**config.mk**
```make
export PLATFORM = sky130hd
export DESIGN_NAME = instr_dispatch_ctrl
export DESIGN_NICKNAME = d
export VERILOG_FILES = /design/src/rtl/instr_dispatch_ctrl.sv
export SDC_FILE = /design/constraint.sdc
export NUM_CORES = 1
export LEC_CHECK = 0
export ABC_AREA = 1
export CAP_MARGIN = 20
export CORE_MARGIN = 4
export CORE_UTILIZATION = 30
export CTS_BUF_LIST = sky130_fd_sc_hd__clkbuf_4 sky130_fd_sc_hd__clkbuf_8
export CTS_CLUSTER_SIZE = 16
export DETAILED_ROUTE_END_ITERATION = 16
export HOLD_SLACK_MARGIN = 0.02
export SLEW_MARGIN = 20
export SYNTH_ARGS = -nofsm -noshare
export SYNTH_HDL_FRONTEND = slang
export SYNTH_SLANG_ARGS = --single-unit
```
**constraint.sdc**
```tcl
create_clock -name clock -period 3 [get_ports clock]
set_clock_uncertainty 0.05 [all_clocks]
set_input_delay 0.6 -clock clock [delete_from_list [all_inputs] [get_ports clock]]
set_output_delay 0.6 -clock clock [all_outputs]
set_load 0.05 [all_outputs]
```
**src/rtl/instr_dispatch_ctrl.sv**
```systemverilog
// Instruction dispatch controller: buffers received instruction words in a
// FIFO, issues them one at a time to the core, waits for completion (or a
// timeout), then hands the core's register-dump word to the transmitter.
//
// state     | meaning
// ----------+-----------------------------------------------------------
// IDLE      | nothing outstanding; issue as soon as the FIFO is non-empty
// ISSUE     | instr_valid strobe for one cycle, FIFO head popped
// WAIT_DONE | waiting for core_done; timer counts up towards TIMEOUT
// DUMP      | reg_dump captured into tx_data
// WAIT_TX   | tx_valid held until the transmitter accepts the word
module instr_dispatch_ctrl #(
  parameter int DEPTH   = 8,
  parameter int TIMEOUT = 255
) (
  input  logic                     clock,
  input  logic                     reset_n,
  input  logic                     rx_valid,
  input  logic [15:0]              rx_data,
  output logic                     instr_valid,
  output logic [15:0]              instr,
  input  logic                     core_done,
  input  logic [19:0]              reg_dump,
  output logic                     tx_valid,
  output logic [19:0]              tx_data,
  input  logic                     tx_ready,
  input  logic                     clr_err,
  output logic [$clog2(DEPTH):0]   fifo_count,
  output logic                     overflow,
  output logic                     timeout_err,
  output logic                     busy
);

  localparam int AW = $clog2(DEPTH);
  localparam int CW = AW + 1;
  // The timer expires on the cycle it would step onto TIMEOUT.
  localparam logic [15:0] TMR_LAST = 16'(TIMEOUT - 1);

  typedef enum logic [2:0] {
    S_IDLE,
    S_ISSUE,
    S_WAIT_DONE,
    S_DUMP,
    S_WAIT_TX
  } state_t;

  state_t          state_q, state_d;
  logic [15:0]     mem_q [DEPTH];
  logic [AW-1:0]   wr_ptr_q, rd_ptr_q;
  logic [CW-1:0]   count_q, count_d;
  logic            instr_valid_q, instr_valid_d;
  logic [15:0]     instr_q, instr_d;
  logic            tx_valid_q, tx_valid_d;
  logic [19:0]     tx_data_q, tx_data_d;
  logic [15:0]     timer_q, timer_d;
  logic            overflow_q, timeout_err_q;
  logic            push, pop, drop, timeout_evt;

  // FIFO push/pop qualification; a pop frees a slot for a same-cycle push.
  always_comb begin
    pop   = (state_q == S_ISSUE);
    push  = rx_valid && ((count_q != CW'(DEPTH)) || pop);
    drop  = rx_valid && !push;
    count_d = count_q;
    if (push && !pop)      count_d = count_q + CW'(1);
    else if (!push && pop) count_d = count_q - CW'(1);
  end

  // FIFO storage; contents need no reset since occupancy is tracked by count.
  always_ff @(posedge clock) begin
    if (push) mem_q[wr_ptr_q] <= rx_data;
  end

  // FIFO pointers and occupancy; pointer width gives the modulo-DEPTH wrap.
  always_ff @(posedge clock or negedge reset_n) begin
    if (!reset_n) begin
      wr_ptr_q <= '0;
      rd_ptr_q <= '0;
      count_q  <= '0;
    end else begin
      if (push) wr_ptr_q <= wr_ptr_q + AW'(1);
      if (pop)  rd_ptr_q <= rd_ptr_q + AW'(1);
      count_q <= count_d;
    end
  end

  // Next-state and registered-output logic for the dispatch sequence.
  always_comb begin
    state_d       = state_q;
    instr_valid_d = 1'b0;
    instr_d       = instr_q;
    tx_valid_d    = tx_valid_q;
    tx_data_d     = tx_data_q;
    timer_d       = timer_q;
    timeout_evt   = 1'b0;
    case (state_q)
      S_IDLE: begin
        if (count_q != '0) begin
          state_d       = S_ISSUE;
          instr_valid_d = 1'b1;
          instr_d       = mem_q[rd_ptr_q];
        end
      end
      S_ISSUE: begin
        timer_d = '0;
        state_d = S_WAIT_DONE;
      end
      S_WAIT_DONE: begin
        timer_d = timer_q + 16'd1;
        if (core_done) begin
          state_d = S_DUMP;
        end else if (timer_q == TMR_LAST) begin
          timeout_evt = 1'b1;
          state_d     = S_DUMP;
        end
      end
      S_DUMP: begin
        tx_data_d  = reg_dump;
        tx_valid_d = 1'b1;
        state_d    = S_WAIT_TX;
      end
      S_WAIT_TX: begin
        if (tx_valid_q && tx_ready) begin
          tx_valid_d = 1'b0;
          state_d    = S_IDLE;
        end
      end
      default: state_d = S_IDLE;
    endcase
  end

  // State, output and timer registers.
  always_ff @(posedge clock or negedge reset_n) begin
    if (!reset_n) begin
      state_q       <= S_IDLE;
      instr_valid_q <= 1'b0;
      instr_q       <= '0;
      tx_valid_q    <= 1'b0;
      tx_data_q     <= '0;
      timer_q       <= '0;
    end else begin
      state_q       <= state_d;
      instr_valid_q <= instr_valid_d;
      instr_q       <= instr_d;
      tx_valid_q    <= tx_valid_d;
      tx_data_q     <= tx_data_d;
      timer_q       <= timer_d;
    end
  end

  // Sticky error flags; a new event in the clearing cycle keeps the flag set.
  always_ff @(posedge clock or negedge reset_n) begin
    if (!reset_n) begin
      overflow_q    <= 1'b0;
      timeout_err_q <= 1'b0;
    end else begin
      if (drop)         overflow_q <= 1'b1;
      else if (clr_err) overflow_q <= 1'b0;
      if (timeout_evt)  timeout_err_q <= 1'b1;
      else if (clr_err) timeout_err_q <= 1'b0;
    end
  end

  assign instr_valid = instr_valid_q;
  assign instr       = instr_q;
  assign tx_valid    = tx_valid_q;
  assign tx_data     = tx_data_q;
  assign fifo_count  = count_q;
  assign overflow    = overflow_q;
  assign timeout_err = timeout_err_q;
  assign busy        = (state_q != S_IDLE);

endmodule

```
[Word-level counts from Yosys, hierarchy flattened]
Memories as Yosys holds them, arrays and structs flattened. A register that Yosys moved wholly into a read port is not among the register bits.
Cells that the tools add are included.
Word-level totals
  logic and storage cells: 65
  RAM bits: 128
  memories: 1
  bits of input ports: 42
  flip-flop bits (word level): 53
  output and inout bits: 45
Cells by class
  equal/unequal tests: 9
  $add $sub $neg: 5
  reductions and logical operators: 20
  muxes and demuxes: 20
Memories
  mem_q: depth 8, bits a word 16, read ports 1, clocked after Yosys merged registers in 1, write ports 1, line 48  | logic [15:0] mem_q [DEPTH];
Operators by type and width (count)
  $pmux 16 s2: 1
  $add 16x1->16 const B: 1
  $eq 16x8->1 const B: 1
  $pmux 3 s5: 1
  $mux 3: 4
  $mux 1: 11
  $reduce_bool 2->1: 5
  $mux 4: 2
  $add 3x1->3 const B: 2
  $eq 3x2->1 const B: 2
  $logic_and 1x1->1: 5
  $add 4x1->4 const B: 1
  $ne 2x2->1 const B: 2
  $ne 4x4->1 const B: 1
  $reduce_and 2->1: 2
  $reduce_bool 4->1: 1
  $sub 4x1->4 const B: 1
  $eq 3x1->1 const B: 1
  $eq 3x3->1 const B: 1
  $logic_not 1->1: 3
  $logic_not 3->1: 1
  $ne 3x3->1 const B: 1
  $reduce_and 3->1: 1
  $reduce_bool 3->1: 1
  other kinds (2): 2

[Longest topological paths before layout]
Gate-level depths: netlist of the first run.
  depth after elaboration: 7
  gate-level depth with buffers: 14
  gate-level depth less buffers: 14

[Worst setup path after synthesis of the first run]
OpenSTA, ideal clock, no wires.
  kind: register to register
  start: register count_q[0], in the netlist fifo_count[0]
  end: memory mem_q[6][0], enable pin
  clock period less this slack: 2813 ps
  cell stages (with the launch flop): 8
  arrival time: 2354 ps
  slack: 187 ps
  required time: 2541 ps
  buffers on the path: 1
  library setup time: 409 ps
  cell sequence: dfrtp_1 inv_1 nand2_1 nor3_1 nand2_1 nand2_2 buf_6 nor3_1
Between the ends
  cells in the longest elaborated chain, start to end: 5
RTL lines
  from (decl): line 50  | logic [CW-1:0] count_q, count_d;
  from (signal assigned): line 83  | count_q <= count_d;
  $ne 4x4->1: line 62  | push = rx_valid && ((count_q != CW'(DEPTH)) || pop);
  $logic_or 1x1->1: line 62
  $logic_and 1x1->1: line 62
  $mux 1: line 71  | if (push) mem_q[wr_ptr_q] <= rx_data;
  $mux 1 (not written as such): line 71
  to (decl): line 48
Every way passes these cells.

[Final worst setup path of the first run]
  start: register state_q[0]
  end: output busy
Between the ends
  cells in the longest elaborated chain, start to end: 1
RTL lines
  from (decl): line 47  | state_t state_q, state_d;
  from (signal assigned): line 142  | state_q <= state_d;
  $reduce_bool 3->1: line 171  | assign busy = (state_q != S_IDLE);
  to (decl): line 31  | output logic busy
Every way passes these cells.

==> results of run 1 <==
## metrics by stage
stage	power, mW	hold slack [ps]
after CTS	10.4	42.1
after global routing	11.0	60.0
after detailed placement	8.64	419
after global placement	8.58	421
final	10.3	37.3
after floorplan	7.21	254
## metal layers
layer / track usage, % / wire, µm
met5: 0 / 0
met3: 2.80 / 937
met4: 3.44 / 265
met2: 21.7 / 9500
met1: 15.7 / 8070
## kinds of logic (layout without fill, tap and decap cells)
| logic type | count (synthesis) | after routing | synth area share (%) |
|---|---|---|---|
| adder cells (fa/ha/maj) | 8 | 8 | 1.28 |
| AO/OA/AOI/OAI | 38 | 38 | 2.33 |
| flip-flops | 197 | 197 | 66.1 |
| other | 0 | 1 | 0 |
| AND/OR/NAND/NOR | 452 | 452 | 22.3 |
| buffers and inverters | 65 | 168 | 3.68 |
| XOR/XNOR | 8 | 8 | 0.832 |
| multiplexers | 20 | 20 | 3.48 |
## placed cells by master (no fill, tap or decap), drive strengths merged, types with 3 or more instances in the layout
| cell | count |
|---|---|
| clkinvlp | 3 |
| clkbuf | 18 |
| nand3 | 73 |
| nor2 | 61 |
| a21oi | 4 |
| inv | 40 |
| ha | 7 |
| xor2 | 4 |
| edfxtp | 128 |
| nand2 | 303 |
| xnor2 | 4 |
| o21ai | 32 |
| nand4 | 6 |
| dfrtp | 69 |
| mux2 | 20 |
| buf | 16 |
| clkdlybuf4s50 | 85 |
| clkinv | 4 |
| nor3 | 9 |
## flip-flops by register name, summed over array words and instances (netlist names), 3 cells and up
register / count
fifo_count: 4
instr: 16
mem_q: 128
rd_ptr_q: 3
state_q: 3
timer_q: 16
tx_data: 20
wr_ptr_q: 3
## final cells by class
class	instances	area share, %
Sequential cell	197	54.9
Antenna cell	1	0.0247
Timing Repair Buffer	101	9.57
Clock buffer	18	2.44
Tap cell	378	4.66
Clock inverter	14	1.63
Multi-Input combinational cell	526	25.5
Inverter	35	1.32
## where the power goes
part           total, mW  switching (mW)  leakage, nW  internal (mW)
logic               4.66            3.11         1.88           1.54
registers           3.86           0.329         2.02           3.53
clock network       1.78           0.989        0.203          0.791
total               10.3            4.43         4.10           5.86
## critical path, stage by stage, from the launching register on
cell             delay [ps]
dfrtp_1                 550
nor2_4                  100
nand2_1                  90
clkdlybuf4s50_1         800
## worst paths after layout
path	from	endpoint	slack [ps]	cells after the start
worst min register to register	instr[13]	instr[13]	440	2
worst min-delay path	reset_n	tx_data[1]	40	1
min in group clock	instr[13]	instr[13]	440	2
max in group asynchronous	reset_n	timer_q[14]	2210	2
worst max-delay path	state_q[0]	busy	350	3
worst max register to register	state_q[2]	fifo_count[3]	650	13
==> flow_results.org, run 1 <==
** Outcome
- The flow ran to the end, and the final reports show no timing, DRC or antenna violations.

** STA
- At the pin with the least slew margin, the transition time is 736 ps.
- In the finished design, the share of the clock period the worst path needs comes to 88.2%.
- After routing, the total negative slack on setup checks comes to 0 ps.
- Based on the critical path, the design can be clocked at up to 378 MHz.
- In this run the tightest slew margin relative to its limit is 50.9%.
- Fin crit period :: 2650 ps
- The final number of max-transition violations is 0.
- Number of endpoints failing setup at the final stage :: 0
- Number of hold violations in the final report :: 0
- Unrepaired setup endpoints after global routing :: false
- The worst path meets setup with 353 ps of slack.

** GRT
- The first global-routing pass estimated 30500 µm of wire.
- GRT Resource Usage Total :: 12.5%
- Initial antenna violation count :: 1
- Residual overflow from global routing :: 0
- The number of global-route vias before repair was 5621.
- Entering global routing, the biggest net connects 66 pins.

** Finish
- Area of the multi-input gates :: 2580 µm²
- The area growth from synthesis to layout is 20.5%.
- Share of the core filled with cells in the final layout :: 36.6%
- The layout has 2706 filler cells.
- For this run, the number of standard cells in the final layout without fillers is 1270.
- The net count of the finished layout is 928.
- Registers take 5570 µm².
- After routing the design area is 10100 µm².
- In the final layout, the share of cells above drive strength 1 is 9.76%.

** Place
- Count of port buffers added during placement :: 86
- Worst Setup Slack post-DPL :: 468 ps
- The congestion estimate from routability-driven global placement came to 0.774.
- Cell area reported after detailed placement :: 9730 µm²
- Dpl hpwl :: 11600 µm
- After detailed placement, the design holds a cell count of 1237.

** Route
- After the first detailed-routing iteration, the DRC count stood at 520.
- Routed length per placed instance :: 14.8 µm
- DR pass1 iterations :: 6
- ANT nets after route :: 0
- Post-route DRC :: 0
- Via/cell ratio :: 4.44
- Wires add up to 18800 µm.
- Across all layers, the routed design uses 5633 vias.

** Critical path
- Largest driver fanout on the critical path :: 5
- Category of the critical setup timing path :: reg -> out
- For the worst setup path, the data arrival time is 2000 ps.
- Worst Path Required :: 2350 ps
- Endpoint type of the worst setup path :: output pin
- STA classifies the critical path startpoint as a flip-flop.

** Die
- Overall die area :: 30800 µm²
- Starting density of the core :: 30.4%
- The floorplan step defined a core boundary enclosing 27700 µm².
- Top Ports :: 87
- The floorplan has 61 rows.
- Overall die width :: 176 µm
- From bottom edge to top edge, the die measures 176 µm.

** Power
- Power spread over the standard cell area amounts to 1010 nW/µm².
- IR analysis of the VDD net gives a maximum drop of 0.000467 V.
- Leak :: 4.10 nW

** Yosys
- The Yosys step of the flow raised 0 warnings.
- Number of enable-type register cells in the synthesized netlist :: 128
- After synthesis, the netlist uses 31 different library cells.
- Area share of the leading cell type in the synthesized netlist :: 45.6%
- In the synthesized netlist, the number of instances is 788.
- Leading post-synthesis cells by cell area :: edfxtp_1 46%, dfrtp_1 20%, nand2_1 13%
- Average instance area after synthesis :: 10.7 µm²
- Biggest area consumer among synthesized cells :: edfxtp_1
- Most frequent cells after synthesis :: 300 x nand2_1, 128 x edfxtp_1, 70 x nand3_1, 69 x dfrtp_1, 60 x nor2_1
- Ys flop type :: edfxtp_1
- In the post-synthesis netlist, the cell with the most instances is nand2_1.
- Post-synthesis cell area :: 8420 µm²
- Post-synthesis sequential element count :: 197
- Syn_nets :: 838
- Summing the sequential cell areas from Yosys gives 66.1% of the chip area.
- For this run, asynchronously set or reset flops after synthesis account for 35.0%.

** Clock tree
- Insertion delay to the later sink of the worst-skew pair :: 470 ps
- Number of buffers between clock root and the deepest sink :: 2
- Sinks on Clock Net :: 197
- Post-CTS repair changed the size of 0 cells.
- Buffer cell driving the clock tree root :: clkbuf_8
- After clock tree synthesis, the clock-pin slew on the worst setup and hold paths is 100 ps.
- After clock tree synthesis, the setup repair step added 0 buffers.
- The H-tree was split into 4 levels.
- CTS tree :: yes
- Number of hold buffers added after cts :: 0
- TritonCTS Buffers :: 17

** Run
- The tool flagged a number of max-cap violations equal to 0.

** Worst hold path
- Type of the worst min-delay path :: in -> async
No activity file was read; power rests on OpenSTA's default activity.
==> inputs of run 2 (changes only) <==
MAX_ROUTING_LAYER = met4   (was unset)
==> run 2 against run 1 <==
Net effect: core utilization unchanged; via count up 0.16%; sequential power is essentially flat; die area stayed put; fmax rose by 0.26%; wire length about the same; global-route usage rose by 0.37 points; sequential share of layout area stayed put.
==> flow_results.org, run 2 (same netlist as run 1, synthesis figures left out) <==
** GRT
- The first-pass GRT wire length was 30500 µm (-0.11%).
- The number of global-route vias before repair is 5635 (+0.25%).
- Initial antenna violation count :: 1 (unchanged)
- Residual overflow from global routing :: 0 (unchanged)
- Maximum number of pins on one net before global-route repair :: 66 (unchanged)
- The global-route usage over all layers is 12.9% (+0.37 points).

** STA
- The accumulated negative setup slack is 0 ps (unchanged).
- The final worst-path cycle share is 88.0% (-0.23 points).
- Unrepaired setup endpoints after global routing :: false
- Tightest Pin Transition :: 732 ps (-3.95 ps)
- The hold slack came to 44.1 ps (+6.81 ps).
- Fin crit period :: 2640 ps (-6.78 ps)
- The final-report setup violation count was 0 (unchanged).
- The tightest slew margin relative to the limit was 51.2% (+0.26 points).
- The total count of hold-check failures in the final report is 0 (unchanged).
- The setup slack after layout came to 360 ps (+6.78 ps).
- The final number of max-transition violations is 0 (unchanged).
- The highest clock frequency the design can meet was 379 MHz (+0.26%).

** Clock tree
- The clock latency of the later-clocked register in the worst-skew pair was 460 ps (about the same).
- Post-CTS setup buffer count :: 0 (unchanged)
- The number of levels the H-tree was split into is 4 (unchanged).
- TritonCTS Buffers :: 17 (unchanged)
- Clock transition at the registers of the reported paths :: 100 ps (about the same)
- Buffer cell driving the clock tree root :: clkbuf_8
- CTS tree :: yes
- Number of hold buffers added after cts :: 0 (unchanged)
- The post-cts repair resize count is 0 (unchanged).
- The largest buffer count on any clock path is 2 (unchanged).
- Sinks on Clock Net :: 197 (unchanged)

** Critical path
- The worst setup path is captured at an output pin.
- WP data arrival :: 1990 ps (about the same)
- Category of the critical setup timing path :: reg -> out
- The largest fanout of any net on the critical path came to 5 (unchanged).
- The worst setup path is launched from a flip-flop.
- Worst Path Required :: 2350 ps (about the same)

** Die
- The number of I/O pins is 87 (unchanged).
- The area inside the core boundary was 27700 µm² (unchanged).
- The number of cell rows is 61 (unchanged).
- Die Y-Extent :: 176 µm (unchanged)
- The total die area is 30800 µm² (unchanged).
- Starting density of the core :: 30.4% (unchanged)
- The overall die width is 176 µm (unchanged).

** Finish
- Syn-to-layout area delta :: 20.5% (unchanged)
- Leading cell type in the layout, fill and taps excluded :: nand2_1
- The number of standard cells in the final layout excluding fillers came to 1270 (unchanged).
- Max reg flops :: 128 (unchanged)
- Most frequent cells in the layout :: 300 x nand2_1, 128 x edfxtp_1, 85 x clkdlybuf4s50_1, 70 x nand3_1, 68 x dfrtp_1
- Largest reg by FF count :: mem_q
- Ratio of cells with drive above 1 in the final layout :: 9.76% (unchanged)
- Post-layout nets :: 928 (unchanged)
- Post-route cell area :: 10100 µm² (unchanged)

** Place
- Worst Setup Slack post-DPL :: 468 ps (unchanged)
- Dpl hpwl :: 11600 µm (unchanged)
- Cell area reported after detailed placement :: 9730 µm² (unchanged)
- The final weighted congestion in routability-driven placement was 0.784 (+1.4%).
- The total placed cells including tap cells is 1237 (unchanged).
- The count of buffers inserted at the top-level ports was 86 (unchanged).

** Outcome
- The run finished with clean final reports.

** Power
- Peak ir drop on the vdd network :: 0.000465 V (-0.32%)
- The leakage component of the power is 4.10 nW (unchanged).
- The cell area power density came to 1010 nW/µm² (-0.16%).

** Route
- Routed WL :: 18800 µm (about the same)
- Number of DRC violations after detailed-routing iteration 0 :: 497 (-4.4%)
- DR vias :: 5642 (+0.16%)
- The number of DRC violations after detailed routing was 0 (unchanged).
- Via/cell ratio :: 4.44 (+0.16%)
- The per-cell routed wire length came to 14.8 µm (about the same).
- DR pass1 iterations :: 5 (-1)
- ANT nets after route :: 0 (unchanged)

** Worst hold path
- The tightest min-delay check is of the in -> async type.

** Run
- The number of violations of the max-capacitance limit is 0 (unchanged).
==> run 2: cell counts in the layout (fill, tap and decap cells not counted) <==
Identical to the previous run, type by type.
==> run 2: worst max-delay path, stage by stage, from the launching register on <==
cell	delay [ps]
dfrtp_1	550
nor2_4	100
nand2_1	90
clkdlybuf4s50_1	800
==> run 2: cell type report <==
type / instances / area [µm²]
clock inverters: 14 / 165
clock buffers: 18 / 248
well taps: 378 / 473
repair buffers: 101 / 971
inverters: 35 / 134
multi-input cells: 526 / 2580
flip-flops and latches: 197 / 5570
diodes: 1 / 2.50
fillers: 2706 / 17600
==> run 2: final timing paths <==
| path | start | end | slack, ps | depth (start not counted) |
|---|---|---|---|---|
| worst max-delay path | state_q[0] | busy | 360 | 3 |
| worst min-delay path | reset_n | tx_data[1] | 40 | 1 |
| worst max register to register | state_q[2] | fifo_count[3] | 650 | 13 |
| worst min register to register | instr[13] | instr[13] | 440 | 2 |
| max in group asynchronous | reset_n | wr_ptr_q[2] | 2200 | 2 |
| min in group clock | instr[13] | instr[13] | 440 | 2 |
==> run 2: stage by stage <==
step	total power, mW	util [%]
finish	10.3	36.6
CTS	10.4	36.6
global route	11.0	36.6
detailed placement	8.64	35.1
floorplan	7.21	-
global placement	8.58	35.1
==> run 2: where the power goes <==
group / switching [mW] / internal [mW]
logic: 3.10 / 1.54
clock network: 0.983 / 0.792
registers: 0.329 / 3.53
total: 4.42 / 5.86
==> run 2: routing by layer <==
layer  vias up  routed length [µm]  GRT usage (%)
li1       2792                   -              -
met1      2706                8060           15.8
met2       130                9530           21.7
met3        14                 951           2.67
met4         0                 221           3.44
met5         -                   0              -
==> inputs of run 3 (changes only) <==
CTS_BUF_LIST = unset   (was sky130_fd_sc_hd__clkbuf_4 sky130_fd_sc_hd__clkbuf_8)
SLEW_MARGIN = unset   (was 20)
==> run 3 against run 2 <==
Net effect: cell area rose by 1.9%; sequential power barely moved; flip-flop and latch count did not move; sequential share of layout area fell by 1.0 points; die area did not move.
==> flow_results.org, run 3 (same netlist as run 1, synthesis figures left out) <==
** Power
- The switching power summed over all nets came to 4.51 mW (+2.0%).
- Leak :: 4.19 nW (+2.1%)
- Net switching share of the total power :: 41.5% (-1.5 points)
- Total power after layout :: 10.9 mW (+5.7%)
- The clock share of power is 21.5% (+4.2 points).
- The cell area power density was 1050 nW/µm² (+3.7%).
- The maximum vdd drop came to 0.000505 V (+8.4%).
- The part of the total power dissipated in combinational logic came to 43.0% (-2.2 points).
- Sequential fraction of design power :: 35.5% (-2.0 points)
- The total internal power is 6.35 mW (+8.4%).

** Route
- Via/cell ratio :: 4.47 (+0.64%)
- Number of DRC violations after detailed-routing iteration 0 :: 452 (-9.1%)
- The per-cell routed wire length is 14.9 µm (+0.51%).
- The total detailed-routing wirelength is 18900 µm (+0.51%).
- The number of nets with antenna violations after routing is 0 (unchanged).
- Post-route DRC :: 0 (unchanged)
- DR pass1 iterations :: 5 (unchanged)
- The via count came to 5678 (+0.64%).

** Critical path
- The critical path is of the reg -> out type.
- In this design, the largest share of critical-path delay is due to buffers and inverters.
- Endpoint type of the worst setup path :: output pin
- Worst-path cell chain :: nor2_4 > nand2_1 > clkdlybuf4s50_1
- The worst path buffer plus inverter count is 1 (unchanged).
- Largest driver fanout on the critical path :: 5 (unchanged)
- The delay of the slowest cell on the worst path was 810 ps (about the same).
- CP max stage cell :: clkdlybuf4s50_1
- The data required time at the worst endpoint came to 2350 ps (about the same).
- The worst setup path is launched from a flip-flop.
- WP data arrival :: 1960 ps (-30 ps)

** Place
- The final weighted congestion in routability-driven placement is 0.784 (unchanged).
- Count of port buffers added during placement :: 86 (unchanged)
- Dpl hpwl :: 11600 µm (unchanged)
- Worst Setup Slack post-DPL :: 468 ps (unchanged)

** Finish
- Most frequent cells in the layout :: 300 x nand2_1, 128 x edfxtp_1, 85 x clkdlybuf4s50_1, 70 x nand3_1, 68 x dfrtp_1
- Syn-to-layout area delta :: 22.7%
- Largest reg by FF count :: mem_q
- Leaving out fill and tap cells, the most frequent cell in the layout is nand2_1.
- The area taken by multi-input logic gates is 2580 µm² (unchanged).
- Post-layout nets :: 928 (unchanged)
- The sequential cell area came to 5570 µm² (unchanged).
- The number of flip-flops under the largest register name came to 128 (unchanged).
- The number of filler cells placed in the layout was 2688 (-0.67%).
- The end-of-flow core utilization was 37.3% (+0.69 points).
- Ratio of cells with drive above 1 in the final layout :: 9.76% (unchanged)

** Die
- Starting density of the core :: 30.4% (unchanged)
- Site row count :: 61 (unchanged)
- Overall die width :: 176 µm (unchanged)
- Overall die area :: 30800 µm² (unchanged)
- Core Region :: 27700 µm² (unchanged)
- The number of I/O pins was 87 (unchanged).
- Die Y-Extent :: 176 µm (unchanged)

** Run
- Number of maximum-capacitance constraint violations :: 0 (unchanged)

** STA
- Fin crit period :: 2610 ps (-26.9 ps)
- Number of hold violations in the final report :: 0 (unchanged)
- The final number of max-transition violations was 0 (unchanged).
- The slew at the pin closest to its max-slew limit is 733 ps (+0.932 ps).
- Sum of negative setup slack :: 0 ps (unchanged)
- Tcrit/Tclk final :: 87.1% (-0.90 points)
- The setup slack after layout is 387 ps (+26.9 ps).
- The final-report setup violation count is 0 (unchanged).
- The highest clock frequency the design can meet was 383 MHz (+1.0%).
- Normalized max-slew margin :: 51.1% (-0.062 points)
- Setup repair after global routing left no endpoint under its margin.

** GRT
- Maximum number of pins on one net before global-route repair :: 66 (unchanged)
- The number of global-route vias before repair came to 5660 (+0.44%).
- Residual overflow from global routing :: 0 (unchanged)
- GRT Resource Usage Total :: 13.0% (+0.15 points)
- Initial antenna violation count :: 1 (unchanged)
- Wire length of the first global-routing pass :: 30800 µm (+1.0%)

** Worst hold path
- In this run the worst hold path is classified as in -> async.

** Clock tree
- Clock transition at the registers of the reported paths :: 70 ps (-30 ps)
- Number of hold buffers added after cts :: 0 (unchanged)
- The largest buffer count on any clock path came to 2 (unchanged).
- Post-CTS setup buffer count :: 0 (unchanged)
- The number of levels the H-tree was split into came to 4 (unchanged).
- Sinks on Clock Net :: 197 (unchanged)
- Buffer cell driving the clock tree root :: clkbuf_16
- Insertion delay to the later sink of the worst-skew pair :: 430 ps (-30 ps)
- The post-cts repair resize count was 0 (unchanged).
- TritonCTS built the clock tree.
- The number of buffers created by CTS was 17 (unchanged).

** Outcome
- The run finished with clean final reports.
## run 3: cell counts in the layout (fill, tap and decap cells not counted)
Identical to the previous run, type by type.
## run 3: worst paths after layout
check / start / to / slack (ps) / cells after the start
worst max register to register: state_q[2] / fifo_count[3] / 650 / 13
max in group asynchronous: reset_n / instr[7] / 2160 / 2
worst min register to register: instr[13] / instr[13] / 430 / 2
worst max-delay path: state_q[0] / busy / 390 / 3
min in group clock: instr[13] / instr[13] / 430 / 2
worst min-delay path: reset_n / tx_data[1] / 80 / 1
## run 3: layout make-up
class / count / share of cell area, %
antenna: 1 / 0.0242
clock buffer: 18 / 4.25
clock inverter: 14 / 1.60
inverter: 35 / 1.29
multi-input combinational: 526 / 25.0
sequential: 197 / 53.9
tap: 378 / 4.57
timing repair buffer: 101 / 9.39
## run 3: per-layer routing
layer / wire length (µm) / global-route usage (%)
met2: 9550 / 21.7
met3: 982 / 2.76
met5: 0 / -
met4: 226 / 3.83
met1: 8100 / 16.1
## run 3: per-stage QoR
| stage | hold WS, ps | area, µm² | cells |
|---|---|---|---|
| 2_1_floorplan | 254 | 8420 | 788 |
| 3_3_place_gp | 421 | 9730 | 1237 |
| 3_5_place_dp | 419 | 9730 | 1237 |
| 4_1_cts | 95.1 | 10300 | 1269 |
| 5_1_grt | 116 | 10300 | 1270 |
| 6_report | 79.6 | 10300 | 1270 |
## run 3: power groups by stage
stage / Clock [mW] / Sequential (mW) / Combinational (mW)
detailed placement: 0 / 3.92 / 4.72
CTS: 2.40 / 3.87 / 4.73
finish: 2.33 / 3.86 / 4.66
global route: 2.52 / 3.94 / 5.12
floorplan: 0 / 4.86 / 2.35
global placement: 0 / 3.90 / 4.68
